File: config.mk
export PLATFORM = sky130hd
export DESIGN_NAME = tristate_bus_arbiter
export DESIGN_NICKNAME = d
export VERILOG_FILES = /design/src/rtl/tristate_bus_arbiter.sv
export SDC_FILE = /design/constraint.sdc
export NUM_CORES = 1
export LEC_CHECK = 0
export CORE_MARGIN = 2
export CORE_UTILIZATION = 50
export DETAILED_ROUTE_END_ITERATION = 10
export PLACE_DENSITY = 0.76
export SYNTH_ARGS = -nofsm -noshare
export SYNTH_HDL_FRONTEND = slang
export SYNTH_SLANG_ARGS = --single-unit
File: constraint.sdc
create_clock -name clk -period 2 [get_ports clk]
set_input_delay 0.2 -clock clk [delete_from_list [all_inputs] [get_ports clk]]
set_output_delay 0.2 -clock clk [all_outputs]
set_load 0.05 [all_outputs]
File: src/rtl/tristate_bus_arbiter.sv
`default_nettype none
// ============================================================================
// Module      : tristate_bus_arbiter
// Description : Round-robin arbiter for a two-source tri-state bus with
//               break-before-make dead time between every release and grant.
//               Optional forced release is enabled by `define ARB_TIMEOUT_EN.
// Revision    : 1.0 - initial release
// ============================================================================
module tristate_bus_arbiter #(
    parameter int DEAD_CYCLES = 2,
    parameter int CNT_W       = 4,
    parameter int HOLD_MAX    = 8
) (
    input  logic clk,
    input  logic rst_n,
    input  logic req0,
    input  logic req1,
    output logic oe0,
    output logic oe1,
    output logic gnt0,
    output logic gnt1,
    output logic sel,
    output logic busy,
    output logic to_err
);

    localparam logic [1:0] c_idle = 2'd0;
    localparam logic [1:0] c_own0 = 2'd1;
    localparam logic [1:0] c_own1 = 2'd2;
    localparam logic [1:0] c_dead = 2'd3;

    localparam logic [CNT_W-1:0] c_dead_load = CNT_W'(DEAD_CYCLES - 1);

    generate
        if (DEAD_CYCLES < 1 || DEAD_CYCLES > 15 || DEAD_CYCLES > (1 << CNT_W) ||
            HOLD_MAX < 1 || HOLD_MAX > (1 << CNT_W)) begin : g_bad_params
            $error("tristate_bus_arbiter: DEAD_CYCLES/HOLD_MAX out of range for CNT_W");
        end
    endgenerate

    logic [1:0]       r_state;
    logic [1:0]       w_state_nxt;
    logic [CNT_W-1:0] r_cnt;
    logic [CNT_W-1:0] w_cnt_nxt;
    logic             r_last_owner;
    logic             w_last_nxt;
    logic             r_sel;
    logic             w_sel_nxt;
    logic             r_gnt0;
    logic             r_gnt1;
    logic             r_busy;
    logic             w_arb_en;
    logic             w_req_any;
    logic             w_pick;

`ifdef ARB_TIMEOUT_EN
    localparam logic [CNT_W-1:0] c_hold_last = CNT_W'(HOLD_MAX - 1);

    logic [CNT_W-1:0] r_hold;
    logic [CNT_W-1:0] w_hold_nxt;
    logic             r_to_err;
    logic             w_to_err_nxt;
`endif

    // Tie goes to whichever side did not own the bus last.
    assign w_req_any = req0 | req1;
    assign w_pick    = (req0 & req1) ? ~r_last_owner : req1;

    always_comb begin
        w_state_nxt = r_state;
        w_cnt_nxt   = r_cnt;
        w_last_nxt  = r_last_owner;
        w_sel_nxt   = r_sel;
        w_arb_en    = 1'b0;
`ifdef ARB_TIMEOUT_EN
        w_hold_nxt   = r_hold;
        w_to_err_nxt = 1'b0;
`endif
        case (r_state)
            c_idle: w_arb_en = 1'b1;
            c_own0: begin
                if (!req0) begin
                    w_state_nxt = c_dead;
                    w_last_nxt  = 1'b0;
                    w_cnt_nxt   = c_dead_load;
                end
`ifdef ARB_TIMEOUT_EN
                else if (req1) begin
                    if (r_hold == c_hold_last) begin
                        w_state_nxt  = c_dead;
                        w_last_nxt   = 1'b0;
                        w_cnt_nxt    = c_dead_load;
                        w_to_err_nxt = 1'b1;
                    end else begin
                        w_hold_nxt = r_hold + 1'b1;
                    end
                end
`endif
            end
            c_own1: begin
                if (!req1) begin
                    w_state_nxt = c_dead;
                    w_last_nxt  = 1'b1;
                    w_cnt_nxt   = c_dead_load;
                end
`ifdef ARB_TIMEOUT_EN
                else if (req0) begin
                    if (r_hold == c_hold_last) begin
                        w_state_nxt  = c_dead;
                        w_last_nxt   = 1'b1;
                        w_cnt_nxt    = c_dead_load;
                        w_to_err_nxt = 1'b1;
                    end else begin
                        w_hold_nxt = r_hold + 1'b1;
                    end
                end
`endif
            end
            c_dead: begin
                if (r_cnt != '0) w_cnt_nxt = r_cnt - 1'b1;
                else             w_arb_en  = 1'b1;
            end
            default: w_state_nxt = c_idle;
        endcase

        if (w_arb_en) begin
            if (w_req_any) begin
                w_state_nxt = w_pick ? c_own1 : c_own0;
                w_sel_nxt   = w_pick;
`ifdef ARB_TIMEOUT_EN
                w_hold_nxt  = '0;
`endif
            end else begin
                w_state_nxt = c_idle;
            end
        end
    end

    // Outputs are registered from the next-state decode so they line up with r_state.
    always_ff @(posedge clk or negedge rst_n) begin
        if (!rst_n) begin
            r_state      <= c_idle;
            r_cnt        <= '0;
            r_last_owner <= 1'b1;
            r_sel        <= 1'b0;
            r_gnt0       <= 1'b0;
            r_gnt1       <= 1'b0;
            r_busy       <= 1'b0;
        end else begin
            r_state      <= w_state_nxt;
            r_cnt        <= w_cnt_nxt;
            r_last_owner <= w_last_nxt;
            r_sel        <= w_sel_nxt;
            r_gnt0       <= (w_state_nxt == c_own0);
            r_gnt1       <= (w_state_nxt == c_own1);
            r_busy       <= (w_state_nxt != c_idle);
        end
    end

`ifdef ARB_TIMEOUT_EN
    always_ff @(posedge clk or negedge rst_n) begin
        if (!rst_n) begin
            r_hold   <= '0;
            r_to_err <= 1'b0;
        end else begin
            r_hold   <= w_hold_nxt;
            r_to_err <= w_to_err_nxt;
        end
    end

    assign to_err = r_to_err;
`else
    assign to_err = 1'b0;
`endif

    assign gnt0 = r_gnt0;
    assign gnt1 = r_gnt1;
    assign oe0  = r_gnt0;
    assign oe1  = r_gnt1;
    assign sel  = r_sel;
    assign busy = r_busy;

endmodule
`default_nettype wire
==> flow_metrics.py <==
metrics = {
    "run_status": {
        "status": "finished clean",
    },
    "cells_and_area": {
        "finish.net_count": 93,
        "drive_gt1_share_pct": 13.4,
        "syn_to_final_growth_pct": 16.0,
        "num-fill-cells": 112,
        "antenna_cells": 0,
        "final_common_cell": "dfrtp_1",
        "final_cell_mix": "dfrtp_1 (10), clkdlybuf4s50_1 (9), inv_1 (7)",
        "final_core_util_pct": 62.6,
    },
    "yosys": {
        "synth.avg_cell_area_um2": 9.75,
        "synthXorXnorAreaFrac_pct": 0,
        "synth_top_family_by_area": "simple AND/OR/NAND/NOR gates",
        "synth_compound_area_share_pct": 17.1,
        "synthTopCellsByArea": "dfrtp_1 (36%), ha_1 (11%), nand4bb_4 (3.9%)",
        "ys_ff_latch": 11,
        "synth_top_area_share_pct": 35.7,
        "synth_area_um2": 702,
        "syn_inst": 72,
        "synth_mux_area_share_pct": 1.43,
        "yosys.area_share.simple_pct": 23.9,
        "synth-adder-area-share_pct": 10.7,
        "yosysTopAreaCell": "dfrtp_1",
        "synth.distinct_cells": 30,
        "synth_nets": 82,
        "synth_warnings": 0,
        "yosysSeqAreaShare_pct": 39.4,
    },
    "placement": {
        "portBuffers": 9,
        "post-dp-hpwl_um": 960,
        "place.gp.congestion": 0.790,
    },
    "cts": {
        "cts_buffer_depth": 2,
        "cts_tree": "done",
        "cts_resized": 0,
        "cts_setup_buffers": 0,
        "clk_pin_slew_ns": 0.08,
        "clockRootBuffer": "clkbuf_4",
        "holdBufCountCts": 0,
        "clkSinkCount": 11,
        "clock_latency_ns": 0.27,
        "cts_buffers": 3,
        "ctsHtreeMaxLevel": 1,
    },
    "die": {
        "core_mm2": 0.00130,
        "die_area_mm2": 0.00172,
        "fp.dieW_um": 41.5,
        "ios": 11,
        "die_h_um": 41.5,
        "start_util_pct": 53.9,
        "rows": 13,
    },
    "pwr": {
        "powerDensity_mw_per_mm2": 1810,
        "power.total_mw": 1.47,
        "p_leak_nw": 0.353,
        "ir_drop_uv": 915,
    },
    "grt": {
        "grt_use_total_pct": 16.4,
        "antenna_found_initial": 0,
        "grt_pass1_wl_um": 2210,
        "grt-ovfl-total": 0,
        "grt_max_degree": 12,
        "grt_pass1_vias": 526,
    },
    "sta": {
        "clock_skew_ns": 0.0102,
        "grt_setup_unrepaired": "no",
        "drv_slew": 0,
        "tns_ns": 0,
        "worst_pin_slew_ns": 0.521,
        "slew_headroom_pct": 65.2,
        "setup_viol": 0,
        "fmax_mhz": 577,
        "min_period_ns": 1.73,
        "period_share_pct": 86.6,
        "hold_viol": 0,
    },
    "worst_hold_path": {
        "worstHoldPathType": "in -> async",
    },
    "worst_setup_path": {
        "worstPathArrival_ns": 1.89,
        "max_stage_delay_ns": 0.40,
        "critPathLaunchType": "flop",
        "cp_slowest_cell": "dfrtp_1",
        "end_kind": "flop",
        "crit_fanout": 6,
        "worstSetupPathType": "reg -> reg",
        "cp.required_ns": 2.16,
        "worstPathCellList": "inv_1 -> ha_1 -> nor3b_1 -> or2_2 -> o32ai_1",
        "critPathTopFamily": "simple AND/OR/NAND/NOR gates",
        "critical_path_buf_inv_count": 1,
        "reg2reg_depth": 5,
        "path_depth": 5,
        "reg2reg_slack_ns": 0.27,
    },
    "flow_run": {
        "cap_violations": 0,
    },
    "route": {
        "num_vias": 538,
        "drt-total-wl_um": 1250,
        "drc_errors": 0,
        "wl_per_cell_um": 12.8,
        "dr.pass1.iters": 4,
        "drt-initial-drc-count": 10,
        "post_drt_via_cell_ratio": 5.55,
        "ant_nets": 0,
    },
}
## kinds of logic (layout without fill, tap and decap cells)
group           Yosys count  in the layout
simple gates             26             26
compound gates           17             17
flops                    11             11
buf+inv                  10             20
fa+ha+maj                 6              6
other cells               1              1
mux                       1              1
## synth_stat cells
cell and number:
a211o_2 1, a21oi_1 4, a21oi_2 2, a22o_1 1
buf_4 3, conb_1 1, dfrtp_1 10, dfstp_2 1
ha_1 6, inv_1 7, mux2i_1 1, nand2_1 6
nand2b_1 3, nand3_1 2, nand3_4 1, nand4_1 1
nand4bb_4 1, nor2_1 6, nor2b_1 1, nor3b_1 1
o211ai_1 1, o21ai_0 2, o22a_1 1, o22ai_1 2
o31a_1 1, o31ai_1 1, o32ai_1 1, or2_2 2
or3_1 1, or4b_1 1
## per-stage QoR
stage | cell area, um^2 | std cells | hold WS, ns | setup WS (ns)
after floorplan | 702 | 72 | -0.0956 | 0.386
after global placement | 788 | 93 | 0.515 | 0.275
after detailed placement | 788 | 93 | 0.522 | 0.253
after CTS | 815 | 97 | 0.277 | 0.256
after global routing | 815 | 97 | 0.320 | 0.139
final | 815 | 97 | 0.266 | 0.267
## final cells by class
class	count	area [um^2]	share of cell area, %
tap	15	18.8	2.30
multi-input combinational	51	377	46.2
timing repair buffer	9	90.1	11.1
sequential	11	277	33.9
clock buffer	4	26.3	3.23
inverter	7	26.3	3.23
## final timing paths
check / from / end
worst max-delay path: r_state[0]$_DFF_PN0_ / gnt0$_DFF_PN0_
worst min-delay path: rst_n / r_cnt[3]$_DFFE_PN0P_
worst max register to register: r_state[0]$_DFF_PN0_ / gnt0$_DFF_PN0_
worst min register to register: r_last_owner$_DFFE_PN1P_ / r_last_owner$_DFFE_PN1P_
max in group asynchronous: rst_n / r_last_owner$_DFFE_PN1P_
min in group clk: r_last_owner$_DFFE_PN1P_ / r_last_owner$_DFFE_PN1P_
## per-layer routing
metal  routed length [um]  up-vias  track usage [%]
met5                    0        -                0
li1                     -      267                -
met4                   16        0             5.81
met3                   41        2             3.48
met2                  616       11             28.1
met1                  570      258             20.3
## registers in the layout, summed over array words and instances (netlist names)
signal        count
r_cnt             4
r_state           2
sel               1
busy              1
gnt0              1
r_last_owner      1
gnt1              1
## where the power goes
group,total (mW),leakage (nW),switching (mW),internal (mW)
clock,0.154,0.0150,0.0766,0.0772
combinational,0.933,0.202,0.563,0.370
sequential,0.384,0.136,0.0629,0.321
total,1.47,0.353,0.703,0.768
Note: power is estimated with default switching activity, not from simulation.
